===== src/rtl/exec_mult_pkg.sv =====
// Shared constants for the multiply execution unit, the issue queues and the CDB.
// MULT_LAT lets the issue unit plan CDB slots around the multiply pipeline depth.
package exec_mult_pkg;
  localparam int DEF_TAG_W  = 6;
  localparam int DEF_DATA_W = 32;
  localparam int MULT_LAT   = 3;
endpackage


===== src/rtl/exec_mult_pipe_stage.sv =====
// One pipeline slot: valid, tag and payload. Loads when its advance term is set,
// otherwise holds. Cleared asynchronously by reset.
module mult_pipe_stage #(
  parameter int TAG_W = 6,
  parameter int PAY_W = 64
) (
  input  logic             clk,
  input  logic             reset,
  input  logic             adv,
  input  logic             v_in,
  input  logic [TAG_W-1:0] tag_in,
  input  logic [PAY_W-1:0] pay_in,
  output logic             v,
  output logic [TAG_W-1:0] tag,
  output logic [PAY_W-1:0] pay
);

  // Tag/payload only capture real entries; a bubble moving in leaves stale data behind.
  always_ff @(posedge clk or posedge reset) begin
    if (reset) begin
      v   <= 1'b0;
      tag <= '0;
      pay <= '0;
    end else if (adv) begin
      v <= v_in;
      if (v_in) begin
        tag <= tag_in;
        pay <= pay_in;
      end
    end
  end

endmodule


===== src/rtl/exec_mult.sv =====
// Three-stage pipelined multiply unit producing the low DATA_W bits of rs*rt.
// The hi*hi partial product only affects bits >= DATA_W, so it is never formed.
module exec_mult
  import exec_mult_pkg::*;
#(
  parameter int TAG_W  = DEF_TAG_W,
  parameter int DATA_W = DEF_DATA_W
) (
  input  logic              clk,
  input  logic              reset,
  input  logic [TAG_W-1:0]  issuemult_rdtag,
  input  logic [DATA_W-1:0] issuemult_rsdata,
  input  logic [DATA_W-1:0] issuemult_rtdata,
  input  logic              issuemult_ready,
  output logic              issuemult_done,
  output logic [TAG_W-1:0]  multcdb_tag,
  output logic [DATA_W-1:0] multcdb_data,
  output logic              multcdb_valid,
  input  logic              multcdb_ack
);

  localparam int H = DATA_W / 2;

  logic v0, v1, v2;
  logic adv0, adv1, adv2;
  logic [TAG_W-1:0] tag0, tag1, tag2;

  logic [2*DATA_W-1:0] s0_pay;
  logic [DATA_W+H-1:0] s1_pay_in, s1_pay;
  logic [DATA_W-1:0]   s2_pay_in, s2_pay;

  logic [DATA_W-1:0] rs_q, rt_q;
  logic [DATA_W-1:0] pll, s1_pll;
  logic [H-1:0]      pmid, s1_pmid;

  // Advance chain resolves back-to-front in one cycle, so a draining full pipe still accepts.
  assign adv2 = ~v2 | multcdb_ack;
  assign adv1 = ~v1 | adv2;
  assign adv0 = ~v0 | adv1;
  assign issuemult_done = issuemult_ready & adv0;

  mult_pipe_stage #(.TAG_W(TAG_W), .PAY_W(2*DATA_W)) u_s0 (
    .clk    (clk),
    .reset  (reset),
    .adv    (adv0),
    .v_in   (issuemult_ready),
    .tag_in (issuemult_rdtag),
    .pay_in ({issuemult_rsdata, issuemult_rtdata}),
    .v      (v0),
    .tag    (tag0),
    .pay    (s0_pay)
  );

  assign rs_q = s0_pay[2*DATA_W-1:DATA_W];
  assign rt_q = s0_pay[DATA_W-1:0];

  assign pll  = {{H{1'b0}}, rs_q[H-1:0]} * {{H{1'b0}}, rt_q[H-1:0]};
  assign pmid = rs_q[H-1:0] * rt_q[DATA_W-1:H] + rs_q[DATA_W-1:H] * rt_q[H-1:0];
  assign s1_pay_in = {pll, pmid};

  mult_pipe_stage #(.TAG_W(TAG_W), .PAY_W(DATA_W+H)) u_s1 (
    .clk    (clk),
    .reset  (reset),
    .adv    (adv1),
    .v_in   (v0),
    .tag_in (tag0),
    .pay_in (s1_pay_in),
    .v      (v1),
    .tag    (tag1),
    .pay    (s1_pay)
  );

  assign s1_pll    = s1_pay[DATA_W+H-1:H];
  assign s1_pmid   = s1_pay[H-1:0];
  assign s2_pay_in = s1_pll + {s1_pmid, {H{1'b0}}};

  mult_pipe_stage #(.TAG_W(TAG_W), .PAY_W(DATA_W)) u_s2 (
    .clk    (clk),
    .reset  (reset),
    .adv    (adv2),
    .v_in   (v1),
    .tag_in (tag1),
    .pay_in (s2_pay_in),
    .v      (v2),
    .tag    (tag2),
    .pay    (s2_pay)
  );

  assign multcdb_valid = v2;
  assign multcdb_tag   = tag2;
  assign multcdb_data  = s2_pay;

endmodule


===== config.mk =====
export PLATFORM = sky130hd
export DESIGN_NAME = exec_mult
export DESIGN_NICKNAME = d
export VERILOG_FILES = /design/src/rtl/exec_mult_pkg.sv /design/src/rtl/exec_mult_pipe_stage.sv /design/src/rtl/exec_mult.sv
export SDC_FILE = /design/constraint.sdc
export NUM_CORES = 2
export LEC_CHECK = 0
export CAP_MARGIN = 10
export CELL_PAD_IN_SITES_DETAIL_PLACEMENT = 1
export CELL_PAD_IN_SITES_GLOBAL_PLACEMENT = 1
export CORE_ASPECT_RATIO = 0.75
export CORE_MARGIN = 2
export CORE_UTILIZATION = 53
export DETAILED_ROUTE_END_ITERATION = 10
export MAX_ROUTING_LAYER = met4
export PLACE_DENSITY_LB_ADDON = 0.1
export SYNTH_ARGS = -nofsm -noshare
export SYNTH_HDL_FRONTEND = slang
export SYNTH_SLANG_ARGS = --single-unit

===== constraint.sdc =====
create_clock -name clk -period 14.2 [get_ports clk]
set_input_delay 1.42 -clock clk [delete_from_list [all_inputs] [get_ports clk]]
set_output_delay 1.42 -clock clk [all_outputs]
set_load 0.005 [all_outputs]

# --- Word level (Yosys, flattened, before mapping) ---
# Index checks and enable logic that the tools add are counted.
op_classes:
  add_sub_neg: 2
  n_mul: 3
  bitwise_logic: 7
  n_reduce_logical: 3
op_table:
  columns: ["cell", "n"]
  rows:
  - ["adder 32 bit", 1]
  - ["multiplier 16 x 16 -> 16 bit", 2]
  - ["multiplier 16 x 16 -> 32 bit", 1]
  - ["adder 16 bit", 1]
  - ["AND reduction 2 bit", 3]
  - ["NOT 1 bit", 3]
  - ["bitwise OR 1 bit", 3]
  - ["bitwise AND 1 bit", 1]
word_totals:
  reg_bits: 165
  inputBits: 74
  out_inout_bits: 40
  wordCells: 24

# --- Depth between registers and ports, before layout ---
logic_depth:
  ltp_word: 5
  depth_mapped: 27
  mapped_depth_nobuf: 25

# --- By module ---
# A second synthesis with hierarchy kept.
hier_totals:
  hier_cells: 2310
  area_unflattened_um2: 23406.2
by_module_without_submodules:
  columns: ["mod", "n_inst", "cells_each", "area_each_um2", "seq_area_each_um2"]
  rows:
  - ["exec_mult", 1, 1955, 17120.2, 0.0]
  - ["mult_pipe_stage at u_s0", 1, 152, 2707.6, 1776.7]
  - ["mult_pipe_stage at u_s1", 1, 118, 2092.0, 1376.3]
  - ["mult_pipe_stage at u_s2", 1, 85, 1486.4, 975.9]

# --- Worst setup path before layout ---
# No wires, ideal clock.
synth_path:
  kind: "register to register"
  start: "register u_s0.pay[36]"
  end: "register u_s1.pay[15]"
  setup_time_ns: 0.129
  arrival_ns: 6.294
  t_required_ns: 14.071
  path_slack_ns: 7.777
  stages_incl_launch_ff: 28
  n_path_buf: 2
  synth_period_minus_slack_ns: 6.423
  cell_sequence: "dfrtp_1 clkbuf_1 clkbuf_1 and2_1 fa_1 inv_1 fa_1 fa_1 inv_1 ha_1 inv_1 fa_1 inv_1 fa_1 inv_1 fa_1 inv_1 fa_1 ha_1 o21a_1 o31a_1 o21ai_1 nand2b_1 a21o_1 a41o_1 o41ai_1 xnor2_1 o21ai_1"
synth_between:
  elab_chain_len: 2
synth_lines:
  columns: ["item", "line", "source"]
  rows:
  - ["start: declaration", "exec_mult_pipe_stage.sv:15", "output logic [PAY_W-1:0] pay"]
  - ["start signal: assignment", "exec_mult_pipe_stage.sv:28", "pay <= pay_in;"]
  - ["multiplier 16 x 16 -> 16 bit", "exec_mult.sv:58", "assign pmid = rs_q[H-1:0] * rt_q[DATA_W-1:H] + rs_q[DATA_W-1:H] * rt_q[H-1:0];"]
  - ["adder 16 bit", "exec_mult.sv:58", null]
  - ["end signal: assignment", "exec_mult_pipe_stage.sv:28", null]
  - ["end: declaration", "exec_mult_pipe_stage.sv:15", null]
# No other way between the ends.
# A chain may end at the register's enable or synchronous reset.

# --- Worst setup path in the final report ---
layout_path:
  start: "register u_s0.pay[7]"
  end: "register u_s1.pay[47]"
layout_between:
  elab_chain_len: 1
layout_lines:
  columns: ["item", "line", "source"]
  rows:
  - ["multiplier 16 x 16 -> 32 bit", "exec_mult.sv:57", "assign pll = {{H{1'b0}}, rs_q[H-1:0]} * {{H{1'b0}}, rt_q[H-1:0]};"]
# No other way between the ends.

==> flow_summary.ini <==
[clock_tree]
cts-resized-gates = 0
path_clk_slew_ns = 0.07
root_buffer = clkbuf_16
htreeDepth = 4
hold_buffers = 0
post_cts_buffers = 0
cts_buffer_depth = 2
cts_inserted_buffers = 17
cts_sinks = 165
clkLatencyLatePin_ns = 0.49
cts_tree = done

[sta]
fmax_mhz = 136
finalMaxSlewViolations = 0
whs_ns = 0.480
setup_viol = 0
rsz0062_at_grt = false
relSlewSlack = 0.122
worst_pin_slew_ns = 1.32
hold_violations = 0
min_period_ns = 7.33
finClkSkew_ns = 0.0132
min_period_over_period = 0.516
finalSetupTns_ns = 0

[synthesis]
synth_cell_types = 59
synthCells = 2513
synth_xor_area_frac = 0.0402
syn_avg_cell_area_um2 = 9.19
async_reset_ff_frac = 1.00
synth_area_leaders = fa_1, dfrtp_1, ha_1, nand2_1, and2_1
ys_dominant_reg_cell = dfrtp_1
synth_edf_count = 0
synth_area_mm2 = 0.0231
yosys.area.top_type_share = 0.329
synth-compound-area-share = 0.0485
syn-num-nets = 3176
synth_seq_area_share = 0.179
yosys.area_share.adder = 0.442
synth_common_cells = nand2_1, inv_1, fa_1
ys_seq_elements = 165
synthMuxAreaShare = 0.0194
synthSimpleGateAreaFrac = 0.182
synth_top_family_by_area = adder cells
yosys.area.top_type = fa_1
ys.warnings.count = 0
yosysMostFrequentCell = nand2_1

[outcome]
status = completed

[die]
initial_core_util = 0.535
fp.coreArea_mm2 = 0.0432
die_x_um = 245
ios = 114
die_area_mm2 = 0.0453
die_y_um = 185
row_count = 66

[global_routing]
grt_usage = 0.319
grt_pass1_wl_mm = 107
antenna_found_initial = 2
grt_overflow_total = 0
grt_max_degree = 97
grt_pass1_vias = 19400

[worst_setup_path]
cp-startpoint = u_s0.pay[7]$_DFFE_PP0P_
cp.arrival_ns = 7.69
cp_slowest_cell = dfrtp_1
slowest_delay_ns = 1.20
crit_chain = nand2_1 -> fa_1 -> inv_1 -> fa_1 -> inv_1 -> fa_1 -> inv_1 -> fa_1 -> fa_1 -> inv_1 -> fa_1 -> inv_1 -> ha_1 -> a21oi_1 -> o21ai_0 -> nor3_1 -> o21ai_2 -> a311oi_2 -> a211oi_1 -> a21oi_1 -> a211o_1 -> nand3_1
r2r-start = u_s0.pay[7]$_DFFE_PP0P_
cp-end-kind = flop
path_class = flop to flop
path_max_fanout = 26
rrSetupSlack_ns = 6.87
path_delay_family = adder cells
startpoint_type = flop
crit_path_frequent_cell = fa_1
cp_num_buf_inv = 5
regToRegEndpoint = u_s1.pay[47]$_DFFE_PP0P_
cp-endpoint = u_s1.pay[47]$_DFFE_PP0P_
reg2reg_depth = 22
path_depth = 22
cp.required_ns = 14.56

[route]
drtPass1Iterations = 5
via_per_inst = 5.49
drc = 0
drt_iter0_markers = 991
vias = 17200
ant_nets = 0
wirelength_mm = 66.1
wire_per_inst_um = 21.1

[cells_and_area]
utilization = 0.585
syn_to_final_growth_pct = 9.48
nets = 3209
final_cell_count_no_fill = 3138
final_layout_size_suffix_gt1_frac = 0.0426

[placement]
dp.cells = 3105
port_buffers = 113
post-dp-hpwl_mm = 50.8
gp_congestion = 0.885

[flow_run]
drv_cap = 0

[min_path]
hold_path.class = flop to flop
min-delay-start = u_s2.pay[20]$_DFFE_PP0P_
[registers in the layout, indices dropped and copies added (netlist names)]
name	count
u_s2.tag	6
u_s1.tag	6
u_s0.v	1
u_s0.pay	64
u_s2.pay	32
u_s0.tag	6
u_s1.v	1
u_s2.v	1
u_s1.pay	48
[worst min-delay path by stage]
stage | endpoint | slack (ns) | depth (start not counted)
floorplan | u_s0.tag[0]$_DFFE_PP0P_ | 0.44 | 2
global placement | u_s0.tag[4]$_DFFE_PP0P_ | 0.46 | 2
detailed placement | u_s0.pay[63]$_DFFE_PP0P_ | 0.46 | 2
CTS | u_s2.pay[20]$_DFFE_PP0P_ | 0.48 | 2
global route | u_s2.pay[20]$_DFFE_PP0P_ | 0.51 | 2
finish | u_s2.pay[20]$_DFFE_PP0P_ | 0.48 | 2
[per-stage QoR]
stage	setup slack (ns)	instance area, um2
global placement	7.17	24700
floorplan	7.78	23100
global route	6.57	25300
CTS	6.85	25300
finish	6.87	25300
detailed placement	6.86	24700
[cell families after synthesis]
kind of cell / after synthesis
muxes: 40
adders and majority gates: 589
AOI/OAI and AO/OA: 171
buffers and inverters: 545
xor gates and xnor gates: 106
DFF: 165
and+or+nand+nor: 897
[routing by layer]
metal  routed length, um  vias to the layer above  GRT usage
li1                    -                     7660          -
met4                1740                        0     0.0917
met3                3690                       95     0.0522
met2               31300                      445      0.504
met5                   0                        -          -
met1               29300                     9016      0.428
[tightest hold or removal path: cells and delay by family, from the launching register on]
kind,cells,cell delay [ns]
AO/OA/AOI/OAI,1,0.05
flip-flops,1,0.35
AND/OR/NAND/NOR,1,0.05
[layout make-up]
cell class	count	area, um2
fill	4949	17900
multi-input combinational	1803	16900
sequential	165	4130
inverter	422	1590
timing repair buffer	137	1310
tap	578	723
clock buffer	18	439
clock inverter	14	156
antenna	1	2.50
[layout by cell type, fill, tap and decap left out, types with 3 or more instances in the layout]
cell type,synthesis,final
nor2_1,22,22
nor4b_1,4,4
and3_1,3,3
nor2b_1,3,3
fa_1,379,379
clkbuf_16,0,17
o31ai_1,6,6
nand2b_1,10,10
o21bai_1,3,3
o21ai_0,48,48
nand4_1,3,3
xor2_1,34,34
dfrtp_1,165,165
inv_6,0,8
nand3_1,11,11
mux2_2,38,38
nor3b_1,5,5
o21a_1,15,15
a2111oi_0,4,4
o21ai_1,15,15
inv_1,421,420
a21o_1,14,14
buf_4,0,24
a211oi_1,9,9
a21oi_1,29,29
nand2_1,540,537
a211o_1,3,3
ha_1,210,210
xnor2_1,72,72
clkdlybuf4s50_1,0,113
nor3_1,12,12
and2_1,272,272
or3_1,5,5
Power is left out: the tool's default activity adds up to more than one toggle a clock period on the data nets, which glitch-free logic cannot reach.
